===== src/rtl/lc3_regfile_sb.sv =====
// LC-3 register file with three registered read ports, one write port and a
// per-register busy scoreboard. Decode reserves a destination with RSV_EN;
// writeback (RD_LE) clears the reservation. A reserve and a clear of the same
// register on the same edge leave it busy, because the reservation belongs to
// the younger instruction.
module lc3_regfile_sb #(
    parameter int DATA_W      = 16,
    parameter int ADDR_W      = 3,
    parameter int WRITE_FIRST = 1
) (
    input  logic                   CLK,
    input  logic                   RESET_N,
    input  logic                   RD_LE,
    input  logic [ADDR_W-1:0]      RD,
    input  logic [DATA_W-1:0]      DATA_IN,
    input  logic [ADDR_W-1:0]      RS1,
    input  logic [ADDR_W-1:0]      RS2,
    input  logic                   RSV_EN,
    input  logic [ADDR_W-1:0]      RSV_ADDR,
    output logic [DATA_W-1:0]      RS1_DATA,
    output logic [DATA_W-1:0]      RS2_DATA,
    output logic [DATA_W-1:0]      RD_DATA,
    output logic                   RS1_BUSY,
    output logic                   RS2_BUSY,
    output logic [2**ADDR_W-1:0]   BUSY_VEC
);

    localparam int DEPTH = 2**ADDR_W;

    logic [DATA_W-1:0] regs [DEPTH];
    logic [DEPTH-1:0]  busy_q;
    logic [DEPTH-1:0]  busy_d;
    logic [DATA_W-1:0] rs1_d;
    logic [DATA_W-1:0] rs2_d;
    logic [DATA_W-1:0] rd_d;
    logic              rs1_busy_d;
    logic              rs2_busy_d;

    // Next scoreboard state: clear on writeback, then a reservation overrides it.
    always_comb begin
        busy_d = busy_q;
        if (RD_LE) begin
            busy_d[RD] = 1'b0;
        end
        if (RSV_EN) begin
            busy_d[RSV_ADDR] = 1'b1;
        end
    end

    // Read-port muxes; in write-first mode a same-edge write bypasses the array.
    always_comb begin
        rs1_d = regs[RS1];
        rs2_d = regs[RS2];
        rd_d  = regs[RD];
        if (WRITE_FIRST != 0 && RD_LE) begin
            if (RS1 == RD) begin
                rs1_d = DATA_IN;
            end
            if (RS2 == RD) begin
                rs2_d = DATA_IN;
            end
            rd_d = DATA_IN;
        end
        rs1_busy_d = (WRITE_FIRST != 0) ? busy_d[RS1] : busy_q[RS1];
        rs2_busy_d = (WRITE_FIRST != 0) ? busy_d[RS2] : busy_q[RS2];
    end

    // Register array, scoreboard and registered read outputs.
    always_ff @(posedge CLK or negedge RESET_N) begin
        if (!RESET_N) begin
            for (int unsigned i = 0; i < DEPTH; i++) begin
                regs[i] <= '0;
            end
            busy_q   <= '0;
            RS1_DATA <= '0;
            RS2_DATA <= '0;
            RD_DATA  <= '0;
            RS1_BUSY <= 1'b0;
            RS2_BUSY <= 1'b0;
        end else begin
            if (RD_LE) begin
                regs[RD] <= DATA_IN;
            end
            busy_q   <= busy_d;
            RS1_DATA <= rs1_d;
            RS2_DATA <= rs2_d;
            RD_DATA  <= rd_d;
            RS1_BUSY <= rs1_busy_d;
            RS2_BUSY <= rs2_busy_d;
        end
    end

    assign BUSY_VEC = busy_q;

endmodule


===== config.mk =====
export PLATFORM = sky130hd
export DESIGN_NAME = lc3_regfile_sb
export DESIGN_NICKNAME = d
export VERILOG_FILES = /design/src/rtl/lc3_regfile_sb.sv
export SDC_FILE = /design/constraint.sdc
export NUM_CORES = 1
export LEC_CHECK = 0
export BUFFER_PORTS_ARGS = -buffer_cell sky130_fd_sc_hd__buf_4
export CAP_MARGIN = 20
export CORE_ASPECT_RATIO = 1.2
export CORE_MARGIN = 4
export CORE_UTILIZATION = 50
export DETAILED_ROUTE_END_ITERATION = 6
export GPL_TIMING_DRIVEN = 0
export PLACE_DENSITY = 0.66
export REMOVE_ABC_BUFFERS = 1
export SLEW_MARGIN = 20
export SYNTH_ARGS = -nofsm -noshare
export SYNTH_HDL_FRONTEND = slang
export SYNTH_SLANG_ARGS = --single-unit
export TNS_END_PERCENT = 50

===== constraint.sdc =====
create_clock -name CLK -period 2.9 [get_ports CLK]
set_input_delay 0 -clock CLK [delete_from_list [all_inputs] [get_ports CLK]]
set_output_delay 0 -clock CLK [all_outputs]
set_load 0.02 [all_outputs]

Yosys cells after proc, flatten, opt, wreduce, memory -nomap -nowiden. Index checks and enable logic that the tools add are counted.

Register bits: 186. Bits of input ports: 32. Output and inout bits: 58. Word-level logic and storage cells: 62.

$lt $le $gt $ge: 10. Equal/unequal tests: 2. Multiplexer cells: 27. Bitwise gates (word level): 6. Reductions and logical operators: 3.

Operators with widths (number): 16-bit two-way mux (12); 16-bit binary-select mux with 3-bit select (3); 128-bit bitwise mux (1); 16-bit demux with 3-bit select (1); 3-bit by 4-bit less-than comparator with 1-bit output, second input constant (4); 8-bit two-way mux (2); 4-bit greater-or-equal comparator, second input constant (3); 3-bit inverter with 4-bit output (3); 8-bit bitwise AND (1); 8-bit inverter (1); 8-bit OR (1); 1-bit binary-select mux with 3-bit select (2); 1-bit demux with 3-bit select (2); 3-bit equality test (2); 3-bit by 1-bit greater-or-equal comparator with 1-bit output, second input constant (2); 4-bit by 1-bit less-than comparator with 1-bit output, second input constant (1); 1-bit two-way mux (4); 1-bit logical AND (3).

Longest topological paths before layout. Gate-level depths: netlist of run 1.

Word-level depth: 11. Depth in mapped cells: 8. Gate-level depth less buffers: 5.

Least setup slack after synthesis of run 1. OpenSTA, ideal clock, no wires.

Path type: in2reg. Start point: input RD[1]. End point: register RS1_BUSY. Setup time: 0.124 ns. Data arrival time: 1.630 ns. Required time: 2.776 ns. Setup slack: 1.146 ns. Stages: 6. Buffers on the path: 1. Path through: buf_2 > nor4b_4 > o32a_2 > nor4_1 > or4_1 > a211o_1.

Word-level cells in the longest chain between the ends: 11. Elaborated cells between the ends (all ways): 12. Classes of those cells: 2 x order compare; 6 x mux; 3 x bitwise; 1 x reduce/logical.

RTL lines: start, declared (line 14) `input logic [ADDR_W-1:0] RD,`; 3-bit by 4-bit less-than comparator with 1-bit output (implied by the code) or 3-bit by 1-bit greater-or-equal comparator with 1-bit output (tied branches) (line 43) `busy_d[RD] = 1'b0;`; 1-bit logical AND (implied by the code) (line 43); 1-bit two-way mux (implied by the code) (line 43); 1-bit demux with 3-bit select (*) (line 43); 8-bit inverter (no line) (*); 8-bit bitwise AND (no line) (*); 8-bit two-way mux (*) (line 42) `if (RD_LE) begin`; 8-bit OR (no line); 8-bit two-way mux (*) (line 45) `if (RSV_EN) begin`; 1-bit binary-select mux with 3-bit select (*) (line 64) `rs1_busy_d = (WRITE_FIRST != 0) ? busy_d[RS1] : busy_q[RS1];`; 1-bit two-way mux (implied by the code) (*) (line 64); named net rs1_busy_d (line 36) `logic rs1_busy_d;`; end signal, assigned (line 88) `RS1_BUSY <= rs1_busy_d;`; end, declared (line 23) `output logic RS1_BUSY,`.

Mark *: on every way through the listed nets, which the timed path passes. The rest lies on a longest branch. The select of a mux whose other input is x is not followed. A chain may end at the register's enable or synchronous reset.

Worst setup path after layout of run 1. Ends and elaborated chain as after synthesis.

==> results of run 1 <==
==> critical path: stages <==
cell,delay (ns)
buf_4,0.66
nand4b_1,0.66
buf_6,0.37
buf_8,0.16
nand2_1,0.08
nor3_1,0.05
or4_1,0.52
a211o_1,0.28
==> synth_stat cells (all sizes together) (3+ instances only) <==
| library cell | number |
|---|---|
| clkbuf | 45 |
| buf | 27 |
| mux4 | 96 |
| nand4b | 5 |
| nand4 | 4 |
| xnor2 | 6 |
| inv | 5 |
| mux2i | 48 |
| nor4bb | 3 |
| nor2 | 33 |
| mux2 | 128 |
| o21ai | 23 |
| dfrtp | 186 |
| nor3 | 5 |
| nand2 | 25 |
| a21oi | 32 |
| nand2b | 6 |
==> routing by layer <==
layer  GRT usage  routed length, um
met2       0.405              13200
met3      0.0386               1440
met5           0                  0
met4      0.0812                667
met1       0.313               9860
==> kinds of logic (layout without fill, tap and decap cells) <==
group                  after synthesis  after routing  share of synthesized area
AO/OA/AOI/OAI                       66             66                     0.0369
XOR/XNOR                             7              7                    0.00616
buffers and inverters               77            169                     0.0314
flip-flops                         186            186                      0.467
multiplexers                       272            272                      0.410
AND/OR/NAND/NOR                     93             93                     0.0479
==> what timing repair did <==
item | CTS | global route
endpoints found under the setup margin | 0 | 0
setup buffers | 0 | 0
hold endpoints to repair | 276 | 0
hold buffers | 22 | 0
==> placed cells by master (no fill, tap or decap), types with 17 or more instances in the layout <==
cell type      count
nand2_1           25
buf_4             88
o21ai_0           23
a21oi_1           32
mux2i_1           48
dlygate4sd3_1     22
nor2_1            33
mux4_2            96
dfrtp_1          186
clkbuf_16         17
mux2_2           128
==> flip-flops by register name (all words and copies together) (netlist names) <==
register  count
BUSY_VEC      8
RS2_BUSY      1
RD_DATA      16
RS2_DATA     16
regs        128
RS1_DATA     16
RS1_BUSY      1
==> layout make-up <==
type | instances | area share
clock buffer | 19 | 0.0374
clock inverter | 13 | 0.0159
inverter | 5 | 0.00158
multi-input combinational | 438 | 0.425
sequential | 186 | 0.393
tap | 261 | 0.0276
timing repair buffer | 132 | 0.100
==> through the flow <==
| stage | util | hold slack [ns] |
|---|---|---|
| after floorplan | - | -0.296 |
| after global placement | 0.545 | 0.284 |
| after detailed placement | 0.563 | 0.0783 |
| after CTS | 0.606 | 0.0440 |
| after global routing | 0.606 | 0.0712 |
| final | 0.606 | 0.0523 |
==> where the power goes <==
group          total, mW  internal (mW)  switching [mW]
sequential          3.64           3.18           0.453
combinational       2.29           1.32           0.978
clock               2.50           1.48            1.02
total               8.43           5.98            2.45
==> worst paths after layout <==
path	start	to	slack [ns]
min in group asynchronous	RESET_N	regs[86]	0.19
max in group asynchronous	RESET_N	regs[55]	1.81
hold / removal	RD_LE	RD_DATA[3]	0.05
hold reg to reg	regs[104]	regs[104]	0.55
setup reg to reg	BUSY_VEC[0]	RS1_BUSY	1.35
setup / recovery	RD[1]	RS1_BUSY	0.40
==> flow_metrics.tcl, run 1 <==
set metrics [dict create \
    outcome "complete, no violations" \
    vias 6590 \
    fp.dieH_um 163 \
    seqCellArea_um2 4650 \
    synth_edf_count 0 \
    grt_max_degree 96 \
    grt_pass1_wl_um 39900 \
    power.total_mw 8.43 \
    async_reset_ff_frac 1.00 \
    ys_warn_count 0 \
    postRouteWirelength_um 25200 \
    fmax_ghz 0.399 \
    avgSynthCellArea_um2 14.2 \
    clk_latency_ns 0.42 \
    synth_top_area_share 0.467 \
    synthTopCellsByArea "dfrtp_1 47%, mux4_2 22%, mux2_2 14%, mux2i_1 4.8%, clkbuf_1 1.7%" \
    grt_overflow 0 \
    whs_path_depth 3 \
    cts_sinks 186 \
    cp-start-kind "primary input" \
    tightest_slew_ns 0.872 \
    first_pass_iters 5 \
    cts_buffers 17 \
    leakage_nw 5.03 \
    hold_path_class "in -> reg" \
    min_period_ns 2.50 \
    antenna_found_initial 0 \
    nFillCells 1486 \
    netlist_area_um2 9960 \
    min_period_over_period 0.864 \
    ys_types 40 \
    post_cts_resized 0 \
    synth_area_leader_cell "dfrtp_1" \
    rsz0062_at_grt "false" \
    clk_pin_slew_ns 0.07 \
    finalSetupViolations 0 \
    initial_utilization 0.509 \
    port_buffers 89 \
    rr_worst_depth 5 \
    wl_per_cell_um 23.9 \
    cts_tree "yes" \
    finalInstanceArea_um2 11900 \
    hpwl_um 15700 \
    cp.arrival_ns 2.81 \
    clockBufferDepth 2 \
    cts_max_level 4 \
    worst-endpoint-required_ns 3.21 \
    path_max_fanout 42 \
    die_area_um2 22200 \
    ys_seq_area_frac 0.467 \
    rows 56 \
    viasPerCell 6.25 \
    drt_iter0_drc 459 \
    relSlewSlack 0.419 \
    num-nets-final 812 \
    ys_seq_elements 186 \
    synthFlopType "dfrtp_1" \
    instances_no_fill 1054 \
    die_w_um 137 \
    grt_pass1_vias 6960 \
    area_growth_syn_to_layout_pct 19.0 \
    cts_root_buffer "clkbuf_16" \
    skew_ns 0.00703 \
    core_area_um2 19500 \
    setup_tns_ns 0 \
    multiInputGateArea_um2 5030 \
    pre_cts_ws_ns -0.0490 \
    drc 0 \
    ir_drop_mv 0.419 \
    post_dp_cell_area_um2 11000 \
    diodes 0 \
    gr-usage-all-layers 0.238 \
    crit_path_end_kind "flop" \
    syn-instance-count 701 \
    p_per_area_nw_per_um2 712 \
    ios 90 \
    worst_slack_ns 0.396 \
    placedCellCount 1000 \
    timing_hold_violations_final 0 \
    drive_gt1_frac 0.467 \
    detail-route-antenna-nets 0 \
    place_congestion 0.838 \
    slew_viol_final 0 \
    drv_cap 0 \
    path_class "in -> reg" \
]
Note: power is estimated with default switching activity, not from simulation.
==> run 2: changes to the inputs <==
Settings changed: BUFFER_PORTS_ARGS -buffer_cell sky130_fd_sc_hd__buf_4 to -buffer_cell sky130_fd_sc_hd__buf_2.
==> flow_metrics.tcl, run 2 (synthesized netlist as in run 1, its figures left out) <==
set metrics [dict create \
    outcome "complete, no violations" \
    path_class "in -> reg" \
    slew_viol_final 0 \
    timing_hold_violations_final 0 \
    post_dp_cell_area_um2 10800 \
    hold_path_class "in -> async" \
    holdWs_ns 0.184 \
    clk_latency_ns 0.43 \
    min_period_ns 2.50 \
    p_per_area_nw_per_um2 725 \
    crit_path_end_kind "flop" \
    ir_drop_mv 0.464 \
    cts_tree "yes" \
    post_cts_resized 0 \
    cp.arrival_ns 2.81 \
    area_growth_syn_to_layout_pct 17.4 \
    antenna_found_initial 0 \
    worst-endpoint-required_ns 3.21 \
    finalSetupViolations 0 \
    wl_per_cell_um 23.9 \
    first_pass_iters 5 \
    place_congestion 0.829 \
    drv_cap 0 \
    detail-route-antenna-nets 0 \
    viasPerCell 6.33 \
    rsz0062_at_grt "false" \
    layout_commonest_cell "dfrtp_1" \
    initial_utilization 0.509 \
    grt_overflow 0 \
    rows 56 \
    setup_tns_ns 0 \
    die_area_um2 22200 \
    critPathBufInv 3 \
    ios 90 \
    ctsHoldBuffers 22 \
    skew_ns 0.00920 \
    clockBufferDepth 2 \
    grt_pass1_vias 7048 \
    cts_max_level 4 \
    relSlewSlack 0.254 \
    tightest_slew_ns 1.12 \
    hpwl_um 15600 \
    path_max_fanout 42 \
    top_register "regs" \
    cts_sinks 186 \
    cp_slowest_stage_delay_ns 0.69 \
    diodes 0 \
    port_buffers 89 \
    core_area_um2 19500 \
    utilization 0.598 \
    gr-usage-all-layers 0.240 \
    slowest_stage "nand4b_1" \
    worstPathCellList "buf_2, nand4b_1, buf_6, buf_8, nand2_1, nor3_1, or4_1, a211o_1" \
    postCtsSetupRepairBufs 0 \
    cp-start-kind "primary input" \
    layout_common_cells "186 x dfrtp_1, 128 x mux2_2, 96 x mux4_2" \
    fmax_ghz 0.400 \
    leakage_nw 4.98 \
    cts_buffers 17 \
    grt_pass1_wl_um 40200 \
    fp.dieH_um 163 \
    cts_root_buffer "clkbuf_16" \
    largest_reg_flops 128 \
    grt_max_degree 98 \
    vias 6673 \
    crit_family "simple AND/OR/NAND/NOR gates" \
    drive_gt1_frac 0.467 \
    min_period_over_period 0.862 \
    drc 0 \
    die_w_um 137 \
    postRouteWirelength_um 25200 \
    num-nets-final 813 \
    power.total_mw 8.48 \
    finalInstanceArea_um2 11700 \
    clk_pin_slew_ns 0.07 \
    drt_iter0_drc 453 \
]
==> run 2: cell count changes in the layout (fill, tap and decap cells not counted) <==
cell,delta
buf_2,+84
buf_4,-84
buf_6,+4
buf_8,-3
bufinv_16,+2
clkinv_2,-2
clkinv_4,+2
inv_6,-2
==> run 2: layout make-up <==
type                       count  area [um^2]
fill                        1492         7860
multi-input combinational    438         5030
sequential                   186         4650
timing repair buffer         133          976
clock buffer                  19          443
tap                          261          327
clock inverter                13          239
inverter                       5         18.8
==> run 2: where the power goes <==
group          total [mW]  leakage, nW  switching, mW  internal, mW
clock                2.68        0.325           1.02          1.65
sequential           3.63         2.23          0.448          3.18
combinational        2.17         2.43          0.976          1.20
==> run 2: metal layers <==
layer  GRT usage  up-vias  part of all wire
met4      0.0830        0             0.027
met3      0.0445       51             0.053
met5           0        -                 0
met1       0.302     3551              0.38
li1            -     2827                 -
met2       0.416      244              0.54
==> run 2: final timing paths <==
kind	from	to	slack [ns]	cells after the start
worst max-delay path	RD_LE	RS1_BUSY	0.40	8
worst min-delay path	RESET_N	regs[127]	0.18	2
worst max register to register	BUSY_VEC[0]	RS1_BUSY	1.32	5
worst min register to register	regs[10]	regs[10]	0.55	1
max in group asynchronous	RESET_N	regs[39]	1.82	3
min in group CLK	RD_LE	RD_DATA[0]	0.20	3
==> run 2: per-stage QoR <==
| step | worst slack [ns] | instances |
|---|---|---|
| after global placement | -3.17 | 979 |
| after detailed placement | -0.283 | 1001 |
| after CTS | 0.157 | 1055 |
| after floorplan | 0.0668 | 629 |
| after global routing | 0.253 | 1055 |
| final | 0.399 | 1055 |
==> run 3: changes to the inputs <==
Settings changed: RECOVER_POWER from default to 25.
==> flow_metrics.tcl, run 3 (synthesized netlist as in run 1, its figures left out) <==
set metrics [dict create \
    regToRegEndpoint "RS1_BUSY" \
    cp-start-kind "primary input" \
    outcome "finished, violations left" \
    slew_viol_final 97 \
    critical_path.endpoint "RS1_BUSY" \
    r2r_setup_slack_ns 1.32 \
    ios 90 \
    hold_path_startpoint "RD_LE" \
    p_seq_frac 0.429 \
    relSlewSlack -0.477 \
    grt_max_degree 98 \
    pwr-share-clk 0.316 \
    comb_power_share 0.255 \
    cts_buffers 17 \
    instances_no_fill 1055 \
    port_buffers 89 \
    grt_pass1_vias 7048 \
    setup.worst_path.start "RD_LE" \
    die_w_um 137 \
    grt_pass1_wl_um 40200 \
    drv_cap 1 \
    drive_gt1_frac 0.453 \
    first_pass_iters 5 \
    rr_worst_depth 5 \
    swShare 0.289 \
    violations "capacitance limit, slew limit" \
    fp.dieH_um 163 \
    gr-usage-all-layers 0.240 \
    clk_pin_slew_ns 0.07 \
    clk_latency_ns 0.43 \
    initial_utilization 0.509 \
    largest_reg_flops 128 \
    fmax_ghz 0.399 \
    min_period_over_period 0.865 \
    worst-endpoint-required_ns 3.21 \
    layout_common_cells "186 x dfrtp_1, 128 x mux2_2, 96 x mux4_2" \
    finalSetupViolations 0 \
    min_period_ns 2.51 \
    timing_hold_violations_final 0 \
    power.total_mw 8.47 \
    core_area_um2 19500 \
    rsz0062_at_grt "false" \
    ir_drop_mv 0.464 \
    path_class "in -> reg" \
    vias 6655 \
    cp.arrival_ns 2.82 \
    diodes 0 \
    placedCellCount 1001 \
    postRouteWirelength_um 25300 \
    antenna_found_initial 0 \
    cts_root_buffer "clkbuf_16" \
    layout_commonest_cell "dfrtp_1" \
    post_cts_resized 0 \
    drt_iter0_drc 453 \
    r2r-start "BUSY_VEC[0]" \
    tightest_slew_ns 2.22 \
    num-nets-final 813 \
    hold_path_class "in -> reg" \
    leakage_nw 4.95 \
    power.net_switching_mw 2.45 \
    area_growth_syn_to_layout_pct 17.2 \
    rows 56 \
    skew_ns 0.00860 \
    cts_tree "yes" \
    intPower_mw 6.02 \
    crit_path_end_kind "flop" \
    path_max_fanout 42 \
    p_per_area_nw_per_um2 726 \
    clockBufferDepth 2 \
    die_area_um2 22200 \
    detail-route-antenna-nets 0 \
    cts_sinks 186 \
    place_congestion 0.829 \
    top_register "regs" \
    cts_max_level 4 \
    grt_overflow 0 \
    wl_per_cell_um 24.0 \
    hpwl_um 15600 \
    viasPerCell 6.31 \
    drc 0 \
]
## run 3: cell count changes in the layout (fill, tap and decap cells not counted)
cell	delta
buf_2	-10
buf_8	-1
clkbuf_1	+11
## run 3: how the worst min path moves through the flow
| stage | slack (ns) | end | depth (start not counted) |
|---|---|---|---|
| global route | 0.23 | RD_DATA[1] | 3 |
| detailed placement | 0.09 | regs[86] | 1 |
| CTS | 0.19 | RD_DATA[0] | 3 |
| global placement | 0.32 | BUSY_VEC[1] | 2 |
| finish | 0.20 | RD_DATA[0] | 3 |
| floorplan | -0.30 | BUSY_VEC[0] | 0 |
## run 3: metrics by stage
stage                     utilization  cell area [um^2]  setup TNS, ns  setup WS [ns]  hold WS (ns)
after floorplan                     -              9660              0         0.0668        -0.296
after global placement          0.534             10400        -376.08          -3.17         0.318
after detailed placement        0.552             10800         -0.283         -0.283        0.0891
after CTS                       0.598             11700              0          0.157         0.189
after global routing            0.597             11700              0          0.253         0.228
final                           0.597             11700              0          0.392         0.200
## run 3: final cells by class
type | count | area [um^2]
Sequential cell | 186 | 4650
Fill cell | 1493 | 7880
Tap cell | 261 | 327
Clock buffer | 19 | 443
Clock inverter | 13 | 239
Multi-Input combinational cell | 438 | 5030
Inverter | 5 | 18.8
Timing Repair Buffer | 133 | 952
## run 3: power by group through the flow
stage / Combinational (mW) / Clock, mW / Sequential [mW]
final: 2.16 / 2.68 / 3.63
after global routing: 2.34 / 2.84 / 3.70
after floorplan: 1.24 / 0 / 3.78
after global placement: 2.07 / 0 / 3.60
after CTS: 2.20 / 2.72 / 3.61
after detailed placement: 2.16 / 0 / 3.66
## run 3: routing by layer
metal	share of wire	track usage
met1	0.38	0.302
met4	0.026	0.0830
met2	0.54	0.416
met5	0	0
met3	0.052	0.0445
## run 3: worst max-delay path, stage by stage
cell and delay (ns):
buf_2 0.64, nand4b_1 0.69, buf_6 0.37, buf_8 0.15
nand2_1 0.08, nor3_1 0.05, or4_1 0.52, a211o_1 0.28
## run 3: timing repair
item | in CTS | in global routing
hold endpoints to repair | 279 | 0
setup buffers | 0 | 0
hold buffers | 22 | 0
